**src/rtl/fpu_xfer_pkg.sv**
```systemverilog
// Shared encodings, constants and the result-queue entry layout for the FPU transfer stage.
package fpu_xfer_pkg;

    localparam int unsigned DATA_W     = 64;
    localparam int unsigned WORD_W     = 32;
    localparam int unsigned OP_W       = 3;
    localparam int unsigned XFER_TAG_W = 5;

    localparam logic [OP_W-1:0] OP_MOV_INT_FP = 3'b000;
    localparam logic [OP_W-1:0] OP_MOV_FP_INT = 3'b001;
    localparam logic [OP_W-1:0] OP_FCLASS     = 3'b100;

    localparam logic [WORD_W-1:0] CANON_NAN_SP = 32'h7FC0_0000;
    localparam logic [WORD_W-1:0] BOX_ONES     = 32'hFFFF_FFFF;

    typedef struct packed {
        logic [DATA_W-1:0]     data;
        logic [XFER_TAG_W-1:0] tag;
        logic                  to_fp;
        logic                  illegal;
    } res_entry_t;

    // A single-precision value is valid only when its upper word is all ones.
    function automatic logic is_boxed(input logic [DATA_W-1:0] d);
        return d[DATA_W-1:WORD_W] == BOX_ONES;
    endfunction

endpackage

```
**src/rtl/fpu_xfer_fifo.sv**
```systemverilog
// Small synchronous FIFO with flush; head entry is presented directly on rdata.
module fpu_xfer_fifo #(
    parameter  int unsigned DEPTH = 2,
    parameter  int unsigned W     = 8,
    localparam int unsigned CW    = $clog2(DEPTH + 1)
) (
    input  logic          clk,
    input  logic          rst_n,
    input  logic          flush,
    input  logic          push,
    input  logic          pop,
    input  logic [W-1:0]  wdata,
    output logic [W-1:0]  rdata,
    output logic [CW-1:0] count
);

    localparam int unsigned AW = $clog2(DEPTH);

    logic [W-1:0]  mem [DEPTH];
    logic [AW-1:0] wptr;
    logic [AW-1:0] rptr;
    logic          do_push;
    logic          do_pop;

    assign do_pop  = pop && (count != CW'(0));
    assign do_push = push && ((count != CW'(DEPTH)) || do_pop);
    assign rdata   = mem[rptr];

    // Pointers wrap naturally because DEPTH is a power of two.
    always_ff @(posedge clk or negedge rst_n) begin
        if (!rst_n) begin
            wptr  <= '0;
            rptr  <= '0;
            count <= '0;
        end else if (flush) begin
            wptr  <= '0;
            rptr  <= '0;
            count <= '0;
        end else begin
            if (do_push) wptr <= wptr + AW'(1);
            if (do_pop)  rptr <= rptr + AW'(1);
            case ({do_push, do_pop})
                2'b10:   count <= count + CW'(1);
                2'b01:   count <= count - CW'(1);
                default: count <= count;
            endcase
        end
    end

    always_ff @(posedge clk or negedge rst_n) begin
        if (!rst_n) begin
            for (int i = 0; i < int'(DEPTH); i++) mem[i] <= '0;
        end else if (do_push && !flush) begin
            mem[wptr] <= wdata;
        end
    end

endmodule

```
**src/rtl/fpu_xfer_ctrl.sv**
```systemverilog
// Request register, transfer-unit drive and result formatting/queueing for FMV/FCLASS.
module fpu_xfer_ctrl
    import fpu_xfer_pkg::*;
#(
    parameter int unsigned TAG_W = XFER_TAG_W,
    parameter int unsigned DEPTH = 2
) (
    input  logic              clk,
    input  logic              rst_n,
    input  logic              flush,
    input  logic              req_valid,
    output logic              req_ready,
    input  logic [2:0]        req_op,
    input  logic              req_sp_dp,
    input  logic [63:0]       req_data,
    input  logic [TAG_W-1:0]  req_tag,
    output logic [63:0]       xfer_input,
    output logic              xfer_sp_dp,
    output logic [2:0]        xfer_operation,
    input  logic [31:0]       xfer_output,
    output logic              res_valid,
    input  logic              res_ready,
    output logic [63:0]       res_data,
    output logic [TAG_W-1:0]  res_tag,
    output logic              res_to_fp,
    output logic              res_illegal
);

    localparam int unsigned CNT_W   = $clog2(DEPTH + 1);
    localparam int unsigned ENTRY_W = $bits(res_entry_t);

    logic              s1_valid;
    logic [OP_W-1:0]   s1_op;
    logic              s1_sp_dp;
    logic [DATA_W-1:0] s1_data;
    logic [TAG_W-1:0]  s1_tag;

    logic [CNT_W-1:0]  count;
    logic              full;
    logic              accept;
    logic              push;
    logic              pop;
    res_entry_t        wr_entry;
    res_entry_t        head;

    assign full      = (count == CNT_W'(DEPTH));
    assign req_ready = !s1_valid || !full;
    assign accept    = req_valid && req_ready;
    assign res_valid = (count != CNT_W'(0));
    assign pop       = res_valid && res_ready;
    assign push      = s1_valid && (!full || pop);

    always_ff @(posedge clk or negedge rst_n) begin
        if (!rst_n) begin
            s1_valid <= 1'b0;
            s1_op    <= '0;
            s1_sp_dp <= 1'b0;
            s1_data  <= '0;
            s1_tag   <= '0;
        end else if (flush) begin
            s1_valid <= 1'b0;
        end else begin
            s1_valid <= accept || (s1_valid && !push);
            if (accept) begin
                s1_op    <= req_op;
                s1_sp_dp <= req_sp_dp;
                s1_data  <= req_data;
                s1_tag   <= req_tag;
            end
        end
    end

    // Unboxed SP sources read as canonical NaN for FP-to-int moves and classify.
    always_comb begin
        xfer_input     = '0;
        xfer_sp_dp     = 1'b0;
        xfer_operation = '0;
        if (s1_valid) begin
            xfer_input     = s1_data;
            xfer_sp_dp     = s1_sp_dp;
            xfer_operation = s1_op;
            if (!s1_sp_dp && !is_boxed(s1_data) &&
                (s1_op == OP_FCLASS || s1_op == OP_MOV_FP_INT))
                xfer_input[WORD_W-1:0] = CANON_NAN_SP;
        end
    end

    always_comb begin
        wr_entry         = '0;
        wr_entry.tag     = XFER_TAG_W'(s1_tag);
        case (s1_op)
            OP_MOV_INT_FP: begin
                wr_entry.to_fp = 1'b1;
                wr_entry.data  = s1_sp_dp ? s1_data : {BOX_ONES, xfer_output};
            end
            OP_MOV_FP_INT: begin
                wr_entry.data  = s1_sp_dp ? s1_data : {{WORD_W{xfer_output[WORD_W-1]}}, xfer_output};
            end
            OP_FCLASS: begin
                wr_entry.data  = {54'b0, xfer_output[9:0]};
            end
            default: begin
                wr_entry.illegal = 1'b1;
            end
        endcase
    end

    fpu_xfer_fifo #(
        .DEPTH (DEPTH),
        .W     (ENTRY_W)
    ) u_fifo (
        .clk   (clk),
        .rst_n (rst_n),
        .flush (flush),
        .push  (push),
        .pop   (pop),
        .wdata (wr_entry),
        .rdata (head),
        .count (count)
    );

    assign res_data    = head.data;
    assign res_tag     = TAG_W'(head.tag);
    assign res_to_fp   = head.to_fp;
    assign res_illegal = head.illegal;

endmodule

```
**config.mk**
```make
export PLATFORM = sky130hd
export DESIGN_NAME = fpu_xfer_ctrl
export DESIGN_NICKNAME = d
export VERILOG_FILES = /design/src/rtl/fpu_xfer_pkg.sv /design/src/rtl/fpu_xfer_fifo.sv /design/src/rtl/fpu_xfer_ctrl.sv
export SDC_FILE = /design/constraint.sdc
export NUM_CORES = 1
export LEC_CHECK = 0
export CAP_MARGIN = 20
export CORE_UTILIZATION = 40
export CTS_CLUSTER_DIAMETER = 30
export DETAILED_ROUTE_END_ITERATION = 12
export GPL_ROUTABILITY_DRIVEN = 0
export GPL_TIMING_DRIVEN = 0
export PLACE_DENSITY = 0.73
export RECOVER_POWER = 50
export SLEW_MARGIN = 20
export SYNTH_ARGS = -nofsm -noshare
export SYNTH_HDL_FRONTEND = slang
export SYNTH_SLANG_ARGS = --single-unit
```
**constraint.sdc**
```tcl
create_clock -name clk -period 1.9 [get_ports clk]
set_clock_uncertainty 0.15 [all_clocks]
set_input_delay 0.19 -clock clk [delete_from_list [all_inputs] [get_ports clk]]
set_output_delay 0.19 -clock clk [all_outputs]
set_load 0.1 [all_outputs]
```
==> results_dict.tcl, run 1 <==
set metrics [dict create \
    slew_headroom_pct -1.60 \
    initial_core_util_pct 40.8 \
    yosysTopAreaCell "dfrtp_1" \
    cts_buffer_depth 3 \
    syn_nets 994 \
    cts_buffers 52 \
    grt_max_degree 93 \
    whs_ns 0.0998 \
    htree_levels 2 \
    core.rowCount 58 \
    synth-seq-cells 220 \
    yosys_warnings 0 \
    cts_tree "built" \
    worst_r2r_path_depth 5 \
    synth.area.top_cells "dfrtp_1 (54%), mux2_2 (19%), o21ai_0 (5.2%), nand2_1 (4.1%), mux2_4 (3.9%)" \
    vias_per_cell 5.66 \
    final.period_utilization_pct 149 \
    cpPeakStageDelay_ns 0.46 \
    die_h_um 162 \
    hold_path_class "in2reg" \
    drt_wl_total_um 41100 \
    clk_pin_slew_ns 0.04 \
    violations "capacitance limit, slew limit, setup timing" \
    nNetsFinal 1375 \
    ys_types 35 \
    grt_pass1_vias 9652 \
    drt_iter0_drc 736 \
    finalSetupViolations 229 \
    synth_top_cells_by_count "dfrtp_1 (220), mux2_2 (171), nand2_1 (113)" \
    setup_tns_ns -64.41 \
    r2r-end "u_fifo.mem[76]" \
    coreArea_mm2 0.0252 \
    path_buf_inv 3 \
    finalMaxSlewViolations 54 \
    synthCells 884 \
    cp.depth 7 \
    drt.antenna.violating_nets 0 \
    drv_cap 1 \
    outcome "finished with violations" \
    power_density_mw_per_mm2 1320 \
    synth_edf_count 0 \
    dr.pass1.iters 5 \
    cp_cell_sequence "nand4_1 > nor4_4 > a2111oi_4 > buf_4 > buf_6 > o21a_4 > buf_12" \
    r2r_slack_ns -0.14 \
    dpl.hpwl_um 21900 \
    synth_top_area_share_pct 53.6 \
    overflow 0 \
    fin_crit_ns 2.84 \
    fin_ws_ns -0.939 \
    root_buffer "clkbuf_16" \
    io_pins 251 \
    cpMaxStageDelayCell "nor4_4" \
    antenna_found_initial 2 \
    startpoint_type "flip-flop" \
    r2r_start "u_fifo.count[1]" \
    port_buffers 250 \
    power_leakage_nw 8.38 \
    total_power_w 0.0248 \
    cp_max_fo 4 \
    hold_viol_final 0 \
    fmax_mhz 352 \
    cp.required_ns 1.56 \
    cp_data_arrival_time_ns 2.50 \
    cts.sinks 220 \
    crit_end "xfer_input[23]" \
    post-route-util_pct 74.7 \
    synth_area_per_cell_um2 11.6 \
    num_vias 9263 \
    die_w_um 162 \
    synth.most_common_cell "dfrtp_1" \
    irDropWorstVdd_mv 1.07 \
    grt_pass1_wl_um 56300 \
    rsz0062_at_grt "true" \
    crit_start "s1_data[62]" \
    path_delay_family "simple AND/OR/NAND/NOR gates" \
    wire_per_inst_um 25.1 \
    dieArea_mm2 0.0263 \
    drive_gt1_share_pct 56.3 \
    yosys_most_used_dff "dfrtp_1" \
    area_growth_pct 83.0 \
    clk_latency_ns 0.55 \
    grt_usage_pct 28.3 \
    end_kind "output port" \
    ys_async_sr_fraction_pct 100 \
    netlist_area_mm2 0.0103 \
    path_class "reg2out" \
    yosysSeqAreaShare_pct 53.6 \
    worst_slew_pin_slew_ns 1.52 \
    drc 0 \
]
==> routing by layer <==
layer  wire [um]  track usage [%]
met5           0                0
met4        2120             18.1
met3        3020             7.00
met2       20400             45.6
met1       15500             33.8
==> worst min path at each step <==
stage	depth (start not counted)	slack, ns	endpoint	startpoint
final	2	0.1	s1_data[20]	req_data[20]
after global routing	2	0.1	s1_data[19]	req_data[19]
after CTS	2	0.03	s1_data[3]	rst_n
after detailed placement	1	-0.007	s1_data[4]	rst_n
after global placement	2	0.30	u_fifo.mem[61]	u_fifo.mem[61]
after floorplan	0	-0.26	s1_data[0]	rst_n
==> kinds of logic after synthesis <==
group	share of synthesized area, %
compound gates	8.05
simple gates	9.77
flops	53.6
xor+xnor	0.256
mux	24.9
buf+inv	3.45
==> cells in the final DEF, fill, tap and decap left out, drive strengths merged, types with 8 or more instances in the layout <==
| master | n |
|---|---|
| buf | 250 |
| clkinv | 14 |
| nand4 | 8 |
| dfrtp | 220 |
| bufinv | 9 |
| and2 | 36 |
| nand2 | 113 |
| mux2i | 23 |
| nor2 | 52 |
| a32oi | 10 |
| o21a | 9 |
| o21ai | 121 |
| clkbuf | 101 |
| clkdlybuf4s50 | 108 |
| mux2 | 198 |
==> sequential cells by signal (all words and copies together), names as in the netlist <==
signal / cells
s1_tag: 5
u_fifo.count: 2
u_fifo.rptr: 1
s1_op: 3
s1_data: 64
u_fifo.wptr: 1
s1_valid: 1
s1_sp_dp: 1
u_fifo.mem: 142
==> worst register-to-register path, delay by kind of cell, from the launching register on <==
kind	cells	cell delay, ns
simple gates	2	0.73
flops	1	0.39
buf+inv	2	0.34
mux	1	0.30
==> timing repair <==
item / in CTS / in global routing
hold buffers: 1 / 0
cloned: 17 / 6
pin swaps: 45 / 11
hold endpoints to repair: 220 / 0
endpoints found under the setup margin: 311 / 353
setup buffers: 41 / 27
resized for setup: 1453 / 195
==> power by group <==
part           switching, W  leakage, nW  internal [W]
clock               0.00288        0.908       0.00658
sequential         0.000826         2.80       0.00560
combinational       0.00543         4.67       0.00346
total               0.00913         8.38        0.0156
==> per-stage QoR <==
step	cell area, um2	std cells	setup slack [ns]
after floorplan	10600	884	-0.677
after global placement	13500	1464	-8.83
after detailed placement	13600	1466	-1.58
after CTS	18100	1617	-0.834
after global routing	18800	1638	-0.966
final	18800	1638	-0.939
==> layout make-up <==
cell class                 instances  area, um2
antenna                            2       5.00
tap                              330        413
clock buffer                      66       1450
inverter                           1       3.75
multi-input combinational        596       5340
fill                            1408       6370
buffer                            60        840
clock inverter                    29        405
sequential                       220       5520
timing repair buffer             334       4830
(Power assumes the default switching activity.)
==> run 2: changes to the inputs <==
--- a/config.mk
+++ b/config.mk
@@ -6,6 +6,7 @@
 export NUM_CORES = 1
 export LEC_CHECK = 0
 export CAP_MARGIN = 20
+export CORE_MARGIN = 3
 export CORE_UTILIZATION = 40
 export CTS_CLUSTER_DIAMETER = 30
 export DETAILED_ROUTE_END_ITERATION = 12
==> results_dict.tcl, run 2 (synthesis results as in run 1) <==
set metrics [dict create \
    dpl.hpwl_um 22000 \
    wire_per_inst_um 22.9 \
    finalSetupViolations 519 \
    grt_max_degree 99 \
    violations "setup timing" \
    slew_headroom_pct 29.3 \
    antenna_found_initial 8 \
    coreArea_mm2 0.0253 \
    internal_power_w 0.0162 \
    layout.cells.most_common "dfrtp_1" \
    cp_data_arrival_time_ns 2.42 \
    num_vias 8807 \
    clk_latency_ns 0.56 \
    hold_path_class "in2reg" \
    fin_ws_ns -0.860 \
    rsz0062_at_grt "true" \
    finalMaxSlewViolations 0 \
    max_flop_register "u_fifo.mem" \
    initial_core_util_pct 40.7 \
    io_pins 251 \
    cts_tree "built" \
    startpoint_type "flip-flop" \
    cp_max_fo 5 \
    die_h_um 166 \
    grt_pass1_wl_um 55200 \
    place_area_mm2 0.0136 \
    htree_levels 2 \
    root_buffer "clkbuf_16" \
    fmax_mhz 362 \
    path_class "reg2out" \
    hold_viol_final 0 \
    area_growth_pct 81.5 \
    final.period_utilization_pct 145 \
    power.share.sequential_pct 25.2 \
    cp.required_ns 1.56 \
    overflow 0 \
    cpMaxStageDelayCell "dfrtp_1" \
    drc 0 \
    cts.sinks 220 \
    drt_wl_total_um 37700 \
    cts_buffers 55 \
    whs_ns 0.0947 \
    final_cell_area_mm2 0.0187 \
    outcome "finished with violations" \
    drv_cap 0 \
    dr.pass1.iters 5 \
    switching_share_pct 35.7 \
    end_kind "output port" \
    largest_reg_flops 142 \
    reg_top3 "u_fifo.mem: 142 flops, s1_data: 64 flops, s1_tag: 5 flops" \
    vias_per_cell 5.36 \
    nNetsFinal 1368 \
    p_sw_w 0.00899 \
    drt.antenna.violating_nets 0 \
    die_w_um 166 \
    cts_buffer_depth 3 \
    core.rowCount 58 \
    cpPeakStageDelay_ns 0.43 \
    drive_gt1_share_pct 54.8 \
    clk_pin_slew_ns 0.05 \
    path_common_cell "buf_12" \
    combPwrFrac_pct 34.5 \
    total_power_w 0.0252 \
    drt_iter0_drc 565 \
    cp_cell_sequence "nand4_1 > nor4_4 > a2111oi_4 > buf_6 > buf_12 > o21a_4 > buf_12" \
    irDropWorstVdd_mv 1.28 \
    power_leakage_nw 8.32 \
    mostFrequentLayoutCells "dfrtp_1 (209), mux2_2 (142), buf_12 (119), clkdlybuf4s50_1 (108), nand2_1 (71)" \
    power_density_mw_per_mm2 1350 \
    port_buffers 250 \
    dieArea_mm2 0.0277 \
    grt_pass1_vias 9382 \
    worst_slew_pin_slew_ns 1.06 \
    clkPwrFrac_pct 40.2 \
    fin_crit_ns 2.76 \
    grt_usage_pct 25.4 \
]
==> run 2: final timing paths <==
path	from	to	slack (ns)	cells after the start
max in group asynchronous	rst_n	s1_data[44]	-0.23	4
worst max register to register	u_fifo.count[1]	u_fifo.mem[75]	-0.15	5
worst min register to register	u_fifo.mem[39]	u_fifo.mem[39]	0.32	2
worst max-delay path	s1_data[33]	xfer_input[23]	-0.86	7
min in group asynchronous	rst_n	u_fifo.mem[75]	0.76	3
worst min-delay path	req_data[22]	s1_data[22]	0.09	2
==> run 2: final cells by class <==
type,instances,area (um2)
antenna,8,20.0
fill,1479,6600
clock buffer,74,1550
inverter,1,7.51
clock inverter,29,482
sequential,220,5520
tap,330,413
buffer,62,855
timing repair buffer,322,4580
multi-input combinational,596,5230
==> run 2: per-stage QoR <==
stage / util (%) / std cells / worst slack, ns / setup TNS (ns)
after CTS: 70.5 / 1614 / -0.840 / -60.77
after global routing: 73.9 / 1642 / -0.957 / -161.02
after detailed placement: 53.7 / 1466 / -1.55 / -251.87
final: 73.9 / 1642 / -0.860 / -101.39
after floorplan: - / 884 / -0.677 / -53.03
after global placement: 53.4 / 1464 / -8.88 / -2196.04
==> run 2: repair_timing <==
action / CTS / global route
gates cloned: 12 / 5
buffers inserted: 33 / 19
gates resized for setup: 1390 / 228
hold buffers: 2 / 0
pin swaps: 38 / 17
endpoints found under the setup margin: 325 / 353
hold endpoints to repair: 220 / 0
==> run 2: power by group through the flow <==
stage | combinational [W] | clock [W] | sequential, W
2_1_floorplan | 0.00535 | 0 | 0.00601
3_3_place_gp | 0.00681 | 0 | 0.00620
3_5_place_dp | 0.00688 | 0 | 0.00622
4_1_cts | 0.00812 | 0.0101 | 0.00621
5_1_grt | 0.00899 | 0.0105 | 0.00643
6_report | 0.00870 | 0.0101 | 0.00634
==> run 2: critical path: cells and delay by family, from the launching register on <==
family	cells	cell delay (ns)
and+or+nand+nor	2	0.64
buffers and inverters	3	0.47
DFF	1	0.43
AOI/OAI and AO/OA	2	0.34
==> run 2: metal layers <==
layer	up-vias	GRT usage [%]	wire [um]
met2	310	42.7	19500
met3	82	5.21	1840
li1	3870	-	-
met1	4545	32.2	15100
met4	0	10.5	1260
met5	-	0	0
==> run 3: changes to the inputs <==
--- a/config.mk
+++ b/config.mk
@@ -8,12 +8,14 @@
 export CAP_MARGIN = 20
 export CORE_MARGIN = 3
 export CORE_UTILIZATION = 40
+export CTS_BUF_LIST = sky130_fd_sc_hd__clkbuf_2
 export CTS_CLUSTER_DIAMETER = 30
 export DETAILED_ROUTE_END_ITERATION = 12
 export GPL_ROUTABILITY_DRIVEN = 0
 export GPL_TIMING_DRIVEN = 0
 export PLACE_DENSITY = 0.73
 export RECOVER_POWER = 50
+export SKIP_CTS_REPAIR_TIMING = 1
 export SLEW_MARGIN = 20
 export SYNTH_ARGS = -nofsm -noshare
 export SYNTH_HDL_FRONTEND = slang
==> results_dict.tcl, run 3 (synthesis results as in run 1) <==
set metrics [dict create \
    outcome "finished with violations" \
    violations "setup timing" \
    worst_r2r_path_depth 7 \
    drt_iter0_drc 506 \
    drt.antenna.violating_nets 0 \
    r2r_slack_ns -0.22 \
    port_buffers 250 \
    grt_usage_pct 22.0 \
    power_density_mw_per_mm2 1020 \
    num_vias 9150 \
    power_leakage_nw 8.22 \
    path_buf_inv 3 \
    cts_tree "built" \
    met3_usage_pct 4.14 \
    largest_reg_flops 142 \
    io_pins 251 \
    whs_ns 0.0275 \
    gr-usage-met2_pct 36.4 \
    hold_path_class "in2reg" \
    wire_per_inst_um 22.3 \
    crit_end "xfer_input[23]" \
    dpl.hpwl_um 22000 \
    slew_headroom_pct 33.1 \
    reg_top3 "u_fifo.mem: 142 flops, s1_data: 64 flops, s1_tag: 5 flops" \
    grt.busiest_layer "met2" \
    die_w_um 166 \
    cts_buffer_depth 3 \
    cp_data_arrival_time_ns 2.73 \
    initial_core_util_pct 40.7 \
    irDropWorstVdd_mv 1.06 \
    dr.pass1.iters 6 \
    startpoint_type "flip-flop" \
    area_growth_pct 76.4 \
    grt_pass1_vias 8459 \
    coreArea_mm2 0.0253 \
    path_delay_family "simple AND/OR/NAND/NOR gates" \
    drive_gt1_share_pct 50.8 \
    cpMaxStageDelayCell "dfrtp_1" \
    grt_max_degree 99 \
    drv_cap 0 \
    htree_levels 2 \
    fin_ws_ns -1.17 \
    finalMaxSlewViolations 0 \
    rsz0062_at_grt "true" \
    hold_viol_final 0 \
    cp.required_ns 1.56 \
    final.period_utilization_pct 162 \
    use_met1_pct 29.6 \
    clk_pin_slew_ns 0.11 \
    fin_crit_ns 3.07 \
    vias_per_cell 5.27 \
    setup_tns_ns -114.80 \
    grt_pass1_wl_um 48300 \
    drt_wl_total_um 38700 \
    max_flop_register "u_fifo.mem" \
    crit_start "s1_data[39]" \
    core.rowCount 58 \
    path_common_cell "buf_6" \
    cp.depth 7 \
    dieArea_mm2 0.0277 \
    fillers 1631 \
    overflow 0 \
    end_kind "output port" \
    cpPeakStageDelay_ns 0.47 \
    r2r_start "u_fifo.count[1]" \
    antenna_found_initial 2 \
    cp_max_fo 4 \
    cts_buffers 61 \
    clk_latency_ns 0.84 \
    cp_cell_sequence "nand4_1 > nor4_4 > a2111oi_4 > buf_6 > buf_6 > o21a_4 > buf_12" \
    nNetsFinal 1473 \
    path_class "reg2out" \
    finalSetupViolations 286 \
    cts.sinks 220 \
    fmax_mhz 325 \
    r2r-end "u_fifo.mem[119]" \
    die_h_um 166 \
    layout.cells.most_common "dfrtp_1" \
    root_buffer "clkbuf_2" \
    drc 0 \
    mostFrequentLayoutCells "dfrtp_1 (210), buf_12 (126), mux2_2 (114), clkdlybuf4s50_1 (108), clkbuf_2 (94)" \
    worst_slew_pin_slew_ns 1.00 \
]
-- run 3: changes by cell type in the layout (fill, tap and decap cells not counted), sizes merged --
cell | previous run | this run
dlygate4sd3 | 2 | 92
clkbuf | 105 | 115
inv | 1 | 2
clkinvlp | 2 | 0
bufinv | 11 | 0
buf | 242 | 253
diode | 8 | 2
clkinv | 16 | 17
dlymetal6s2s | 1 | 0
-- run 3: final cells by class --
class / instances / area, um2 / share of cell area (%)
Inverter: 1 / 3.75 / 0.0207
Timing Repair Buffer: 418 / 5570 / 30.7
Sequential cell: 220 / 5520 / 30.4
Multi-Input combinational cell: 596 / 5260 / 29.0
Buffer: 65 / 866 / 4.78
Clock buffer: 85 / 425 / 2.35
Clock inverter: 18 / 72.6 / 0.400
Antenna cell: 2 / 5.00 / 0.0276
Tap cell: 330 / 413 / 2.28
-- run 3: how the worst min path moves through the flow --
stage                     cells after the start               to            start
after floorplan                               0       s1_data[0]            rst_n
after global placement                        2   u_fifo.mem[48]   u_fifo.mem[48]
after global routing                          4   u_fifo.mem[94]  xfer_output[16]
final                                         4  u_fifo.mem[101]  xfer_output[23]
after CTS                                     1      s1_data[12]            rst_n
after detailed placement                      1       s1_data[4]            rst_n
-- run 3: report_power, final --
part           switching [W]  total [W]  internal [W]
clock                0.00206    0.00326       0.00120
sequential          0.000741    0.00631       0.00557
combinational        0.00533    0.00890       0.00357
total                0.00813     0.0185        0.0103
-- run 3: metal layers --
metal | vias up | wire length [um]
met5 | - | 0
li1 | 4057 | -
met3 | 106 | 2150
met2 | 384 | 19900
met1 | 4603 | 15100
met4 | 0 | 1610
-- run 3: per-stage QoR --
stage | cell area, um2 | total power (W) | utilization (%) | worst slack, ns | instances
after CTS | 14100 | 0.0163 | 55.7 | -2.48 | 1569
after detailed placement | 13600 | 0.0131 | 53.7 | -1.55 | 1466
after floorplan | 10600 | 0.0114 | - | -0.677 | 884
after global routing | 18100 | 0.0192 | 71.8 | -1.33 | 1735
after global placement | 13500 | 0.0130 | 53.4 | -8.88 | 1464
final | 18100 | 0.0185 | 71.8 | -1.17 | 1735
-- run 3: tightest hold or removal path: cells and delay by family --
kind	cells	cell delay (ns)
simple gates	1	0.13
buf+inv	1	0.45
mux	2	0.22
